<file path="config.mk">
export PLATFORM = sky130hd
export DESIGN_NAME = cmult_seq
export DESIGN_NICKNAME = d
export VERILOG_FILES = /design/src/rtl/cmult_seq.sv
export SDC_FILE = /design/constraint.sdc
export NUM_CORES = 1
export LEC_CHECK = 0
export BUFFER_PORTS_ARGS = -buffer_cell sky130_fd_sc_hd__buf_4
export CAP_MARGIN = 25
export CORE_UTILIZATION = 40
export DETAILED_ROUTE_END_ITERATION = 10
export HOLD_SLACK_MARGIN = 0.15
export PLACE_DENSITY_LB_ADDON = 0.08
export SLEW_MARGIN = 15
export SYNTH_ARGS = -nofsm -noshare
export SYNTH_HDL_FRONTEND = slang
export SYNTH_SLANG_ARGS = --single-unit
</file>
<file path="constraint.sdc">
create_clock -name clk -period 6.8 [get_ports clk]
set_input_delay 0.68 -clock clk [delete_from_list [all_inputs] [get_ports clk]]
set_output_delay 0.68 -clock clk [all_outputs]
set_load 0.02 [all_outputs]
</file>
<file path="src/rtl/cmult_seq.sv">
// Handshaked complex multiplier (a*b or a*conj(b)) with 1, 2 or 4 time-shared multipliers.
// Define CMULT_ROUND_SAT_EN for round-half-up scaling and output saturation; otherwise truncate and wrap.
module cmult_seq #(
  parameter int DATA_W    = 16,
  parameter int COEF_W    = 17,
  parameter int NUM_MULT  = 1,
  parameter int MULT_LAT  = 2,
  parameter int OUT_SHIFT = 0,
  parameter int OUT_W     = 34
) (
  input  logic                     clk,
  input  logic                     rst_n,
  input  logic                     in_valid,
  output logic                     in_ready,
  input  logic signed [DATA_W-1:0] a_i,
  input  logic signed [DATA_W-1:0] a_q,
  input  logic signed [COEF_W-1:0] b_i,
  input  logic signed [COEF_W-1:0] b_q,
  input  logic                     in_conj,
  output logic                     out_valid,
  input  logic                     out_ready,
  output logic signed [OUT_W-1:0]  out_i,
  output logic signed [OUT_W-1:0]  out_q,
  output logic                     out_sat
);

  localparam int K     = 4 / NUM_MULT;
  localparam int P_W   = DATA_W + COEF_W;
  localparam int S_W   = P_W + 1;
  localparam int X_W   = ((S_W > OUT_W) ? S_W : OUT_W) + 2;
  localparam int CNT_W = $clog2(MULT_LAT + 4);
  localparam logic [1:0] STEP = 2'(NUM_MULT);

  if (!(NUM_MULT == 1 || NUM_MULT == 2 || NUM_MULT == 4)) begin : g_bad_num_mult
    $error("cmult_seq: NUM_MULT must be 1, 2 or 4");
  end
  if (MULT_LAT < 1) begin : g_bad_mult_lat
    $error("cmult_seq: MULT_LAT must be at least 1");
  end

  typedef enum logic [2:0] {ST_IDLE, ST_ISSUE, ST_WAIT, ST_SUM, ST_OUT} state_t;

  state_t                     r_state, w_state_next;
  logic [CNT_W-1:0]           r_cnt, w_cnt_next;
  logic signed [DATA_W-1:0]   r_a_i, r_a_q;
  logic signed [COEF_W-1:0]   r_b_i, r_b_q;
  logic                       r_conj;
  logic [MULT_LAT-1:0]        r_tag_vld;
  logic [1:0]                 r_tag_c [MULT_LAT];
  logic [NUM_MULT-1:0][P_W-1:0] w_lane_prod;
  logic signed [P_W-1:0]      r_prod [4];
  logic signed [OUT_W-1:0]    r_out_i, r_out_q;

  assign in_ready  = (r_state == ST_IDLE);
  assign out_valid = (r_state == ST_OUT);
  assign out_i     = r_out_i;
  assign out_q     = r_out_q;

  always_ff @(posedge clk or negedge rst_n) begin
    if (!rst_n) begin
      r_state <= ST_IDLE;
      r_cnt   <= '0;
    end else begin
      r_state <= w_state_next;
      r_cnt   <= w_cnt_next;
    end
  end

  always_comb begin
    w_state_next = r_state;
    w_cnt_next   = r_cnt;
    case (r_state)
      ST_IDLE: if (in_valid) begin
        w_state_next = ST_ISSUE;
        w_cnt_next   = '0;
      end
      ST_ISSUE: if (r_cnt == CNT_W'(K - 1)) begin
        w_state_next = ST_WAIT;
        w_cnt_next   = '0;
      end else begin
        w_cnt_next = r_cnt + CNT_W'(1);
      end
      ST_WAIT: if (r_cnt == CNT_W'(MULT_LAT - 1)) begin
        w_state_next = ST_SUM;
        w_cnt_next   = '0;
      end else begin
        w_cnt_next = r_cnt + CNT_W'(1);
      end
      ST_SUM:  w_state_next = ST_OUT;
      ST_OUT:  if (out_ready) w_state_next = ST_IDLE;
      default: w_state_next = ST_IDLE;
    endcase
  end

  always_ff @(posedge clk or negedge rst_n) begin
    if (!rst_n) begin
      r_a_i  <= '0;
      r_a_q  <= '0;
      r_b_i  <= '0;
      r_b_q  <= '0;
      r_conj <= 1'b0;
    end else if (in_valid && in_ready) begin
      r_a_i  <= a_i;
      r_a_q  <= a_q;
      r_b_i  <= b_i;
      r_b_q  <= b_q;
      r_conj <= in_conj;
    end
  end

  // Product index p: 0=ii 1=qq 2=iq 3=qi; a uses q when p is odd, b uses q for qq/iq.
  for (genvar gi = 0; gi < NUM_MULT; gi++) begin : g_lane
    localparam logic [1:0] LANE_P = 2'(gi);
    logic [1:0]              w_pidx;
    logic signed [DATA_W-1:0] r_x;
    logic signed [COEF_W-1:0] r_y;
    logic signed [P_W-1:0]    w_mul;

    assign w_pidx = LANE_P + r_cnt[1:0] * STEP;
    assign w_mul  = P_W'(r_x) * P_W'(r_y);

    always_ff @(posedge clk or negedge rst_n) begin
      if (!rst_n) begin
        r_x <= '0;
        r_y <= '0;
      end else if (r_state == ST_ISSUE) begin
        r_x <= w_pidx[0] ? r_a_q : r_a_i;
        r_y <= (w_pidx[0] ^ w_pidx[1]) ? r_b_q : r_b_i;
      end
    end

    if (MULT_LAT == 1) begin : g_comb
      assign w_lane_prod[gi] = w_mul;
    end else begin : g_pipe
      logic signed [P_W-1:0] r_pp [1:MULT_LAT-1];
      always_ff @(posedge clk or negedge rst_n) begin
        if (!rst_n) begin
          for (int k = 1; k < MULT_LAT; k++) r_pp[k] <= '0;
        end else begin
          r_pp[1] <= w_mul;
          for (int k = 2; k < MULT_LAT; k++) r_pp[k] <= r_pp[k-1];
        end
      end
      assign w_lane_prod[gi] = r_pp[MULT_LAT-1];
    end
  end

  // Issue-cycle tag travels alongside the multiplier pipeline to steer each result.
  always_ff @(posedge clk or negedge rst_n) begin
    if (!rst_n) begin
      r_tag_vld <= '0;
      for (int k = 0; k < MULT_LAT; k++) r_tag_c[k] <= '0;
      for (int p = 0; p < 4; p++) r_prod[p] <= '0;
    end else begin
      r_tag_vld[0] <= (r_state == ST_ISSUE);
      r_tag_c[0]   <= r_cnt[1:0];
      for (int k = 1; k < MULT_LAT; k++) begin
        r_tag_vld[k] <= r_tag_vld[k-1];
        r_tag_c[k]   <= r_tag_c[k-1];
      end
      if (r_tag_vld[MULT_LAT-1]) begin
        for (int l = 0; l < NUM_MULT; l++)
          r_prod[2'(l) + r_tag_c[MULT_LAT-1] * STEP] <= w_lane_prod[l];
      end
    end
  end

  logic signed [X_W-1:0] w_ii, w_qq, w_iq, w_qi, w_re, w_im;
  logic signed [OUT_W-1:0] w_res_re, w_res_im;

  assign w_ii = X_W'(r_prod[0]);
  assign w_qq = X_W'(r_prod[1]);
  assign w_iq = X_W'(r_prod[2]);
  assign w_qi = X_W'(r_prod[3]);
  assign w_re = r_conj ? (w_ii + w_qq) : (w_ii - w_qq);
  assign w_im = r_conj ? (w_qi - w_iq) : (w_iq + w_qi);

`ifdef CMULT_ROUND_SAT_EN
  localparam int RND_SH = (OUT_SHIFT > 0) ? OUT_SHIFT - 1 : 0;
  localparam logic signed [X_W-1:0] RND_K   = (OUT_SHIFT > 0) ? (X_W'(1) << RND_SH) : '0;
  localparam logic signed [X_W-1:0] SAT_MAX = {{(X_W-OUT_W+1){1'b0}}, {(OUT_W-1){1'b1}}};
  localparam logic signed [X_W-1:0] SAT_MIN = {{(X_W-OUT_W+1){1'b1}}, {(OUT_W-1){1'b0}}};

  function automatic logic [OUT_W:0] fit_sat(input logic signed [X_W-1:0] v);
    if (v > SAT_MAX) return {1'b1, SAT_MAX[OUT_W-1:0]};
    if (v < SAT_MIN) return {1'b1, SAT_MIN[OUT_W-1:0]};
    return {1'b0, v[OUT_W-1:0]};
  endfunction

  logic [OUT_W:0] w_fit_re, w_fit_im;
  logic           r_sat;

  assign w_fit_re = fit_sat((w_re + RND_K) >>> OUT_SHIFT);
  assign w_fit_im = fit_sat((w_im + RND_K) >>> OUT_SHIFT);
  assign w_res_re = w_fit_re[OUT_W-1:0];
  assign w_res_im = w_fit_im[OUT_W-1:0];
  assign out_sat  = r_sat;

  always_ff @(posedge clk or negedge rst_n) begin
    if (!rst_n) r_sat <= 1'b0;
    else if (r_state == ST_SUM) r_sat <= w_fit_re[OUT_W] | w_fit_im[OUT_W];
  end
`else
  logic signed [X_W-1:0] w_re_sh, w_im_sh;
  logic                  w_unused;

  assign w_re_sh  = w_re >>> OUT_SHIFT;
  assign w_im_sh  = w_im >>> OUT_SHIFT;
  assign w_res_re = w_re_sh[OUT_W-1:0];
  assign w_res_im = w_im_sh[OUT_W-1:0];
  assign w_unused = ^{w_re_sh[X_W-1:OUT_W], w_im_sh[X_W-1:OUT_W]};
  assign out_sat  = 1'b0;
`endif

  always_ff @(posedge clk or negedge rst_n) begin
    if (!rst_n) begin
      r_out_i <= '0;
      r_out_q <= '0;
    end else if (r_state == ST_SUM) begin
      r_out_i <= w_res_re;
      r_out_q <= w_res_im;
    end
  end

endmodule
</file>
==> results of run 1 <==
## placed cells by master (no fill, tap or decap), drive strengths merged, types with 13 or more instances in the layout
cell and count:
nand2b 20, nor2 103, o21ai 140, a21o 43, mux2 201, mux2i 35
and2 125, a21oi 102, nor3 26, buf 173, nand2 289, a31oi 13
nand4 15, ha 156, o21bai 16, xor2 56, inv 342, or3 16
dfrtp 345, clkbuf 62, nor4 18, nand3 15, fa 278, xnor2 98
a211oi 21
## critical path: cells and delay by family (launching register included)
kind	cells	cell delay, ps
buf+inv	4	200
simple gates	3	670
flops	1	580
fa+ha+maj	7	3330
compound gates	6	1370
xor+xnor	1	160
## kinds of logic after synthesis
family,after synthesis
AND/OR/NAND/NOR,669
buffers and inverters,450
adder cells (fa/ha/maj),434
AO/OA/AOI/OAI,403
flip-flops,345
multiplexers,236
XOR/XNOR,154
other,1
## registers in the layout, indices dropped and copies added, names as in the netlist
register,flops
r_state,3
out_i,34
g_lane.g_pipe.r_pp,33
r_a_i,16
g_lane.r_y,17
r_prod,132
r_cnt,3
r_b_q,17
r_tag_c,4
r_b_i,17
r_tag_vld,2
g_lane.r_x,16
r_conj,1
r_a_q,16
out_q,34
## synthesized netlist by cell type (all sizes together) (21+ instances only)
cell,n
a211oi,21
a21o,43
a21oi,102
and2,125
clkbuf,98
dfrtp,345
fa,278
ha,156
inv,342
mux2,201
mux2i,35
nand2,289
nor2,103
nor3,26
o21ai,140
xnor2,98
xor2,56
## area by class of cell
cell class                      count  share of cell area (%)
Clock buffer                       62                   3.874
Clock inverter                     10                  0.4169
Inverter                          342                   4.153
Multi-Input combinational cell   1897                   55.71
Sequential cell                   345                   27.98
Tap cell                          873                   3.534
Timing Repair Buffer              174                   4.339
## layer usage
metal,global-route usage [%],up-vias
met3,2.591,93
met5,0,-
met4,5.201,0
met1,25.45,9055
met2,30.92,310
li1,-,9063
## final timing paths
path                                                            end                          from  cells after the start
worst min register to register               r_tag_vld[1]$_DFF_PN0_        r_tag_vld[0]$_DFF_PN0_                      0
max in group asynchronous             g_lane[0].r_y[11]$_DFFE_PN0P_                         rst_n                      3
worst min-delay path                           r_b_q[4]$_DFFE_PN0P_                        b_q[4]                      2
worst max-delay path            g_lane[0].g_pipe.r_pp[30]$_DFF_PN0_  g_lane[0].r_x[4]$_DFFE_PN0P_                     21
worst max register to register  g_lane[0].g_pipe.r_pp[30]$_DFF_PN0_  g_lane[0].r_x[4]$_DFFE_PN0P_                     21
min in group asynchronous                    r_prod[99]$_DFFE_PN0P_                         rst_n                      2
## through the flow
| stage | worst slack (ps) | std cells |
|---|---|---|
| 6_report | 366.1 | 3703 |
| 5_1_grt | 6.312 | 3703 |
| 4_1_cts | 191.1 | 3703 |
| 3_5_place_dp | 162.5 | 3630 |
| 3_3_place_gp | 267.7 | 3629 |
| 2_1_floorplan | 736.0 | 2692 |
## what timing repair did
| action | in CTS | in global routing |
|---|---|---|
| hold buffers | 1 | 0 |
| endpoints found under the setup margin | 0 | 5 |
| gates resized for setup | 0 | 15 |
| endpoints found under the hold margin | 70 | 0 |
==> results.py, run 1 <==
metrics = {
    "synthesis": {
        "synth_edf_count": 0,
        "synth_top_area_share_pct": 31.37,
        "ys_ff_latch": 345,
        "syn_area_per_cell_um2": 10.22,
        "synth_simple_gate_area_share_pct": 11.64,
        "ys_types": 72,
        "synth-seq-area-share_pct": 31.37,
        "synth_mux_area_share_pct": 9.498,
        "postSynthCellCount": 2692,
        "synth_fp_nets": 3197,
        "yosysWarnings": 0,
        "synth_area_leaders": "dfrtp_1 (31%), fa_1 (20%), mux2_2 (8.2%), ha_1 (7.1%), inv_1 (4.7%)",
        "synth_ff_type": "dfrtp_1",
        "synth-xor-area-share_pct": 4.902,
        "yosysTopAreaCell": "dfrtp_1",
        "synth_top_family_by_area": "adder cells",
        "syn_area_um2": 27520,
        "synth_compound_area_share_pct": 9.107,
        "async_flop_share_pct": 100.0,
        "yosys.area_share.adder_pct": 27.32,
    },
    "global_routing": {
        "grt_pass1_vias": 20194,
        "grt.overflow.total": 0,
        "grt_use_total_pct": 18.65,
        "antenna_found_initial": 0,
        "grt_pass1_wl_mm": 105.4,
        "grt_max_degree": 162,
    },
    "setup_path": {
        "setup.worst_path.start_class": "flop",
        "critical_path.cell_chain": "and2_1 -> fa_1 -> inv_1 -> fa_1 -> inv_1 -> fa_1 -> fa_1 -> fa_1 -> inv_1 -> fa_1 -> inv_1 -> ha_1 -> a21oi_1 -> o21ai_0 -> o21ai_0 -> nand3_1 -> a221oi_2 -> nor2_1 -> a2111oi_0 -> o21bai_1 -> xor2_1",
        "slowest_stage": "dfrtp_1",
        "cp-end-kind": "flop",
        "criticalPathCategory": "flop to flop",
        "required_ps": 7250,
        "crit_top_cell": "fa_1",
        "r2r_slack_ps": 370,
        "critical_path_peak_fanout": 18,
        "critical_path_arrival_ps": 6890,
        "max_stage_delay_ps": 580,
    },
    "floorplanning": {
        "die_w_um": 264.3,
        "die-area_um2": 69850,
        "rows": 95,
        "core_area_um2": 67630,
        "start_util_pct": 40.69,
        "fp.dieH_um": 264.3,
        "ios": 142,
    },
    "cts": {
        "tritoncts": "yes",
        "root_buffer": "clkbuf_16",
        "htree_num_levels": 2,
        "clock-sinks": 345,
        "clockBufferDepth": 3,
        "cts_made_buffers": 42,
        "worstSkewPairLatency_ps": 580,
        "clkTransAtPathRegs_ps": 60,
        "post_cts_buffers": 0,
    },
    "routing": {
        "wl_per_cell_um": 16.88,
        "drt-total-wl_mm": 62.52,
        "dr.pass1.iters": 4,
        "wl_met2_mm": 29.10,
        "dr_wl_met3_mm": 2.244,
        "viasPerCell": 5.002,
        "wl_met1_mm": 29.74,
        "top_layer_used": "met4",
        "ant_nets": 0,
        "vias": 18521,
        "drtIter0Drc": 681,
        "drc": 0,
    },
    "sta": {
        "fin_skew_ps": 41.39,
        "period_needed_ps": 6434,
        "finalHoldViolations": 0,
        "fin_crit_sh_pct": 94.62,
        "finalSetupViolCount": 0,
        "holdWs_ps": 332.8,
        "tightest_slew_ps": 949.8,
        "fmax_ghz": 0.1554,
        "rsz0062_at_grt": "no",
        "finalSetupTns_ps": 0,
        "slew-limit-headroom_pct": 36.68,
        "final_max_slew_viol_count": 0,
    },
    "placed_design": {
        "portBuffers": 140,
        "placed_area_um2": 29540,
        "gp_congestion": 0.8435,
        "place_hpwl_mm": 49.68,
    },
    "final_layout": {
        "antenna_cells": 0,
        "fin_util_pct": 45.70,
        "final_nets": 3307,
        "final_area_um2": 30910,
        "drive_gt1_share_pct": 16.54,
        "fillers": 6386,
        "seqCellArea_um2": 8648,
        "multiInputGateArea_um2": 17220,
        "area_growth_syn_to_layout_pct": 12.33,
    },
    "worst_hold_path": {
        "hp-class": "input pin to flop",
    },
    "status": {
        "status": "finished, final reports clean",
    },
    "job": {
        "drv_cap": 0,
    },
}
Power of run 1 is left out: the tool's default activity adds up to more than one toggle a clock period on the data nets, which glitch-free logic cannot reach.
==> run 2, diff against run 1 <==
--- a/config.mk
+++ b/config.mk
@@ -6,7 +6,8 @@
 export NUM_CORES = 1
 export LEC_CHECK = 0
 export BUFFER_PORTS_ARGS = -buffer_cell sky130_fd_sc_hd__buf_4
-export CAP_MARGIN = 25
+export CAP_MARGIN = 20
+export CORE_MARGIN = 2
 export CORE_UTILIZATION = 40
 export DETAILED_ROUTE_END_ITERATION = 10
 export HOLD_SLACK_MARGIN = 0.15
==> run 2 against run 1 <==
  * Flip-flop and latch count stayed put
  * First-iteration DRC count is 19% higher
  * Global-route usage is 0.22 points higher
  * Highest routed layer unchanged
==> results.py, run 2 (synthesis results as in run 1) <==
metrics = {
    "setup_path": {
        "setup.worst_path.start_class": "flop",
        "criticalPathCategory": "flop to flop",
        "max_stage_delay_ps": 610,
        "required_ps": 7300,
        "critical_path.cell_chain": "buf_4 -> nand2_1 -> fa_1 -> inv_1 -> fa_1 -> fa_1 -> fa_1 -> fa_1 -> inv_1 -> fa_1 -> inv_1 -> ha_1 -> a21o_1 -> a21o_1 -> a221oi_2 -> o22ai_1 -> o31ai_1 -> a31oi_1 -> nor4_1 -> or3_1 -> xnor2_1",
        "cp-end-kind": "flop",
        "slowest_stage": "fa_1",
        "r2r_slack_ps": 430,
        "r2r-end": "g_lane[0].g_pipe.r_pp[31]$_DFF_PN0_",
        "endpoint": "g_lane[0].g_pipe.r_pp[31]$_DFF_PN0_",
        "r2r_cells": 21,
        "critical_path_peak_fanout": 10,
        "worstSetupStartpoint": "g_lane[0].r_x[7]$_DFFE_PN0P_",
        "critical_path_arrival_ps": 6870,
        "crit_top_cell": "fa_1",
        "r2r-start": "g_lane[0].r_x[7]$_DFFE_PN0P_",
    },
    "routing": {
        "drt-total-wl_mm": 63.88,
        "ant_nets": 0,
        "vias": 18806,
        "drc": 0,
        "wl_per_cell_um": 17.12,
        "viasPerCell": 5.039,
        "dr.pass1.iters": 5,
        "drtIter0Drc": 811,
    },
    "cts": {
        "clock-sinks": 345,
        "tritoncts": "yes",
        "root_buffer": "clkbuf_16",
        "cts_made_buffers": 43,
        "clkTransAtPathRegs_ps": 60,
        "htree_num_levels": 2,
        "clockBufferDepth": 3,
        "worstSkewPairLatency_ps": 580,
    },
    "sta": {
        "rsz0062_at_grt": "no",
        "finalSetupTns_ps": 0,
        "slew-limit-headroom_pct": 40.09,
        "fin_crit_sh_pct": 93.62,
        "fin_skew_ps": 28.87,
        "period_needed_ps": 6366,
        "finalHoldViolations": 0,
        "tightest_slew_ps": 898.7,
        "final_max_slew_viol_count": 0,
        "fmax_ghz": 0.1571,
        "finalSetupViolCount": 0,
    },
    "global_routing": {
        "antenna_found_initial": 0,
        "grt_pass1_wl_mm": 108.0,
        "grt_use_total_pct": 18.87,
        "grt.overflow.total": 0,
        "grt_max_degree": 147,
        "grt_pass1_vias": 20576,
    },
    "final_layout": {
        "layout_common_cells": "inv_1 (342), dfrtp_1 (336), nand2_1 (289), fa_1 (278), mux2_2 (201)",
        "final_common_cell": "inv_1",
        "drive_gt1_share_pct": 17.23,
        "regMostFlops": "r_prod",
        "largest_register_ff_count": 132,
        "antenna_cells": 0,
        "final_nets": 3323,
        "area_growth_syn_to_layout_pct": 13.15,
    },
    "placed_design": {
        "gp_congestion": 0.8485,
        "place_hpwl_mm": 51.54,
        "portBuffers": 140,
    },
    "floorplanning": {
        "fp.dieH_um": 266.3,
        "ios": 142,
        "die_w_um": 266.3,
        "rows": 96,
        "start_util_pct": 40.26,
        "die-area_um2": 70910,
        "core_area_um2": 68350,
    },
    "worst_hold_path": {
        "hp-class": "input pin to flop",
    },
    "status": {
        "status": "finished, final reports clean",
    },
    "job": {
        "drv_cap": 0,
    },
}
run 2: cell count changes in the layout (fill, tap and decap cells not counted), moves of 2 or more:
cell       before  now
inv_6           0    2
bufinv_16       2    4
buf_4         170  185
clkinv_2        6   13
clkbuf_1       14    6
dfrtp_2        12    9
dfrtp_1       333  336
clkbuf_8        5    7
run 2: worst min-delay path by stage:
stage | startpoint | to | slack (ps) | cells after the start
CTS | b_i[13] | r_b_i[13]$_DFFE_PN0P_ | 310 | 2
global placement | r_tag_c[2]$_DFF_PN0_ | r_tag_c[0]$_DFF_PN0_ | 340 | 0
detailed placement | r_tag_c[2]$_DFF_PN0_ | r_tag_c[0]$_DFF_PN0_ | 340 | 0
floorplan | r_tag_c[2]$_DFF_PN0_ | r_tag_c[0]$_DFF_PN0_ | 330 | 0
global route | b_i[12] | r_b_i[12]$_DFFE_PN0P_ | 330 | 2
finish | b_i[13] | r_b_i[13]$_DFFE_PN0P_ | 340 | 2
run 2: worst max-delay path: cells and delay by family, from the launching register on:
family	cells	cell delay [ps]
xor+xnor	1	120
simple gates	3	480
fa+ha+maj	7	3380
flops	1	550
compound gates	6	1350
buf+inv	4	400
run 2: what timing repair did:
item	in CTS	in global routing
setup endpoints to repair	0	7
gates resized for setup	0	11
setup buffers	0	0
hold buffers	1	0
hold endpoints to repair	68	0
run 2: layout make-up:
cell class | count | area (um^2)
clock buffer | 56 | 1195
clock inverter | 21 | 249.0
fill | 6549 | 37210
inverter | 342 | 1284
multi-input combinational | 1897 | 17210
sequential | 345 | 8645
tap | 882 | 1104
timing repair buffer | 189 | 1449
run 2: through the flow:
stage / utilization (%) / worst slack, ps / std cells / hold WS (ps) / area, um^2
after floorplan: - / 736.0 / 2692 / 331.2 / 27520
after detailed placement: 43.38 / 190.9 / 3653 / 338.5 / 29650
after global routing: 45.56 / 8.823 / 3732 / 325.2 / 31140
after global placement: 43.38 / 317.9 / 3653 / 337.2 / 29650
after CTS: 45.50 / 218.5 / 3731 / 312.4 / 31100
final: 45.56 / 434.0 / 3732 / 339.2 / 31140
run 2: per-layer routing:
metal	global-route usage, %	wire length, um	vias up
met5	0	0	-
met1	25.73	30340	9315
met2	31.89	30130	315
met4	5.102	1497	0
met3	2.107	1910	92
li1	-	-	9084
Power of run 2 is left out for the same reason.
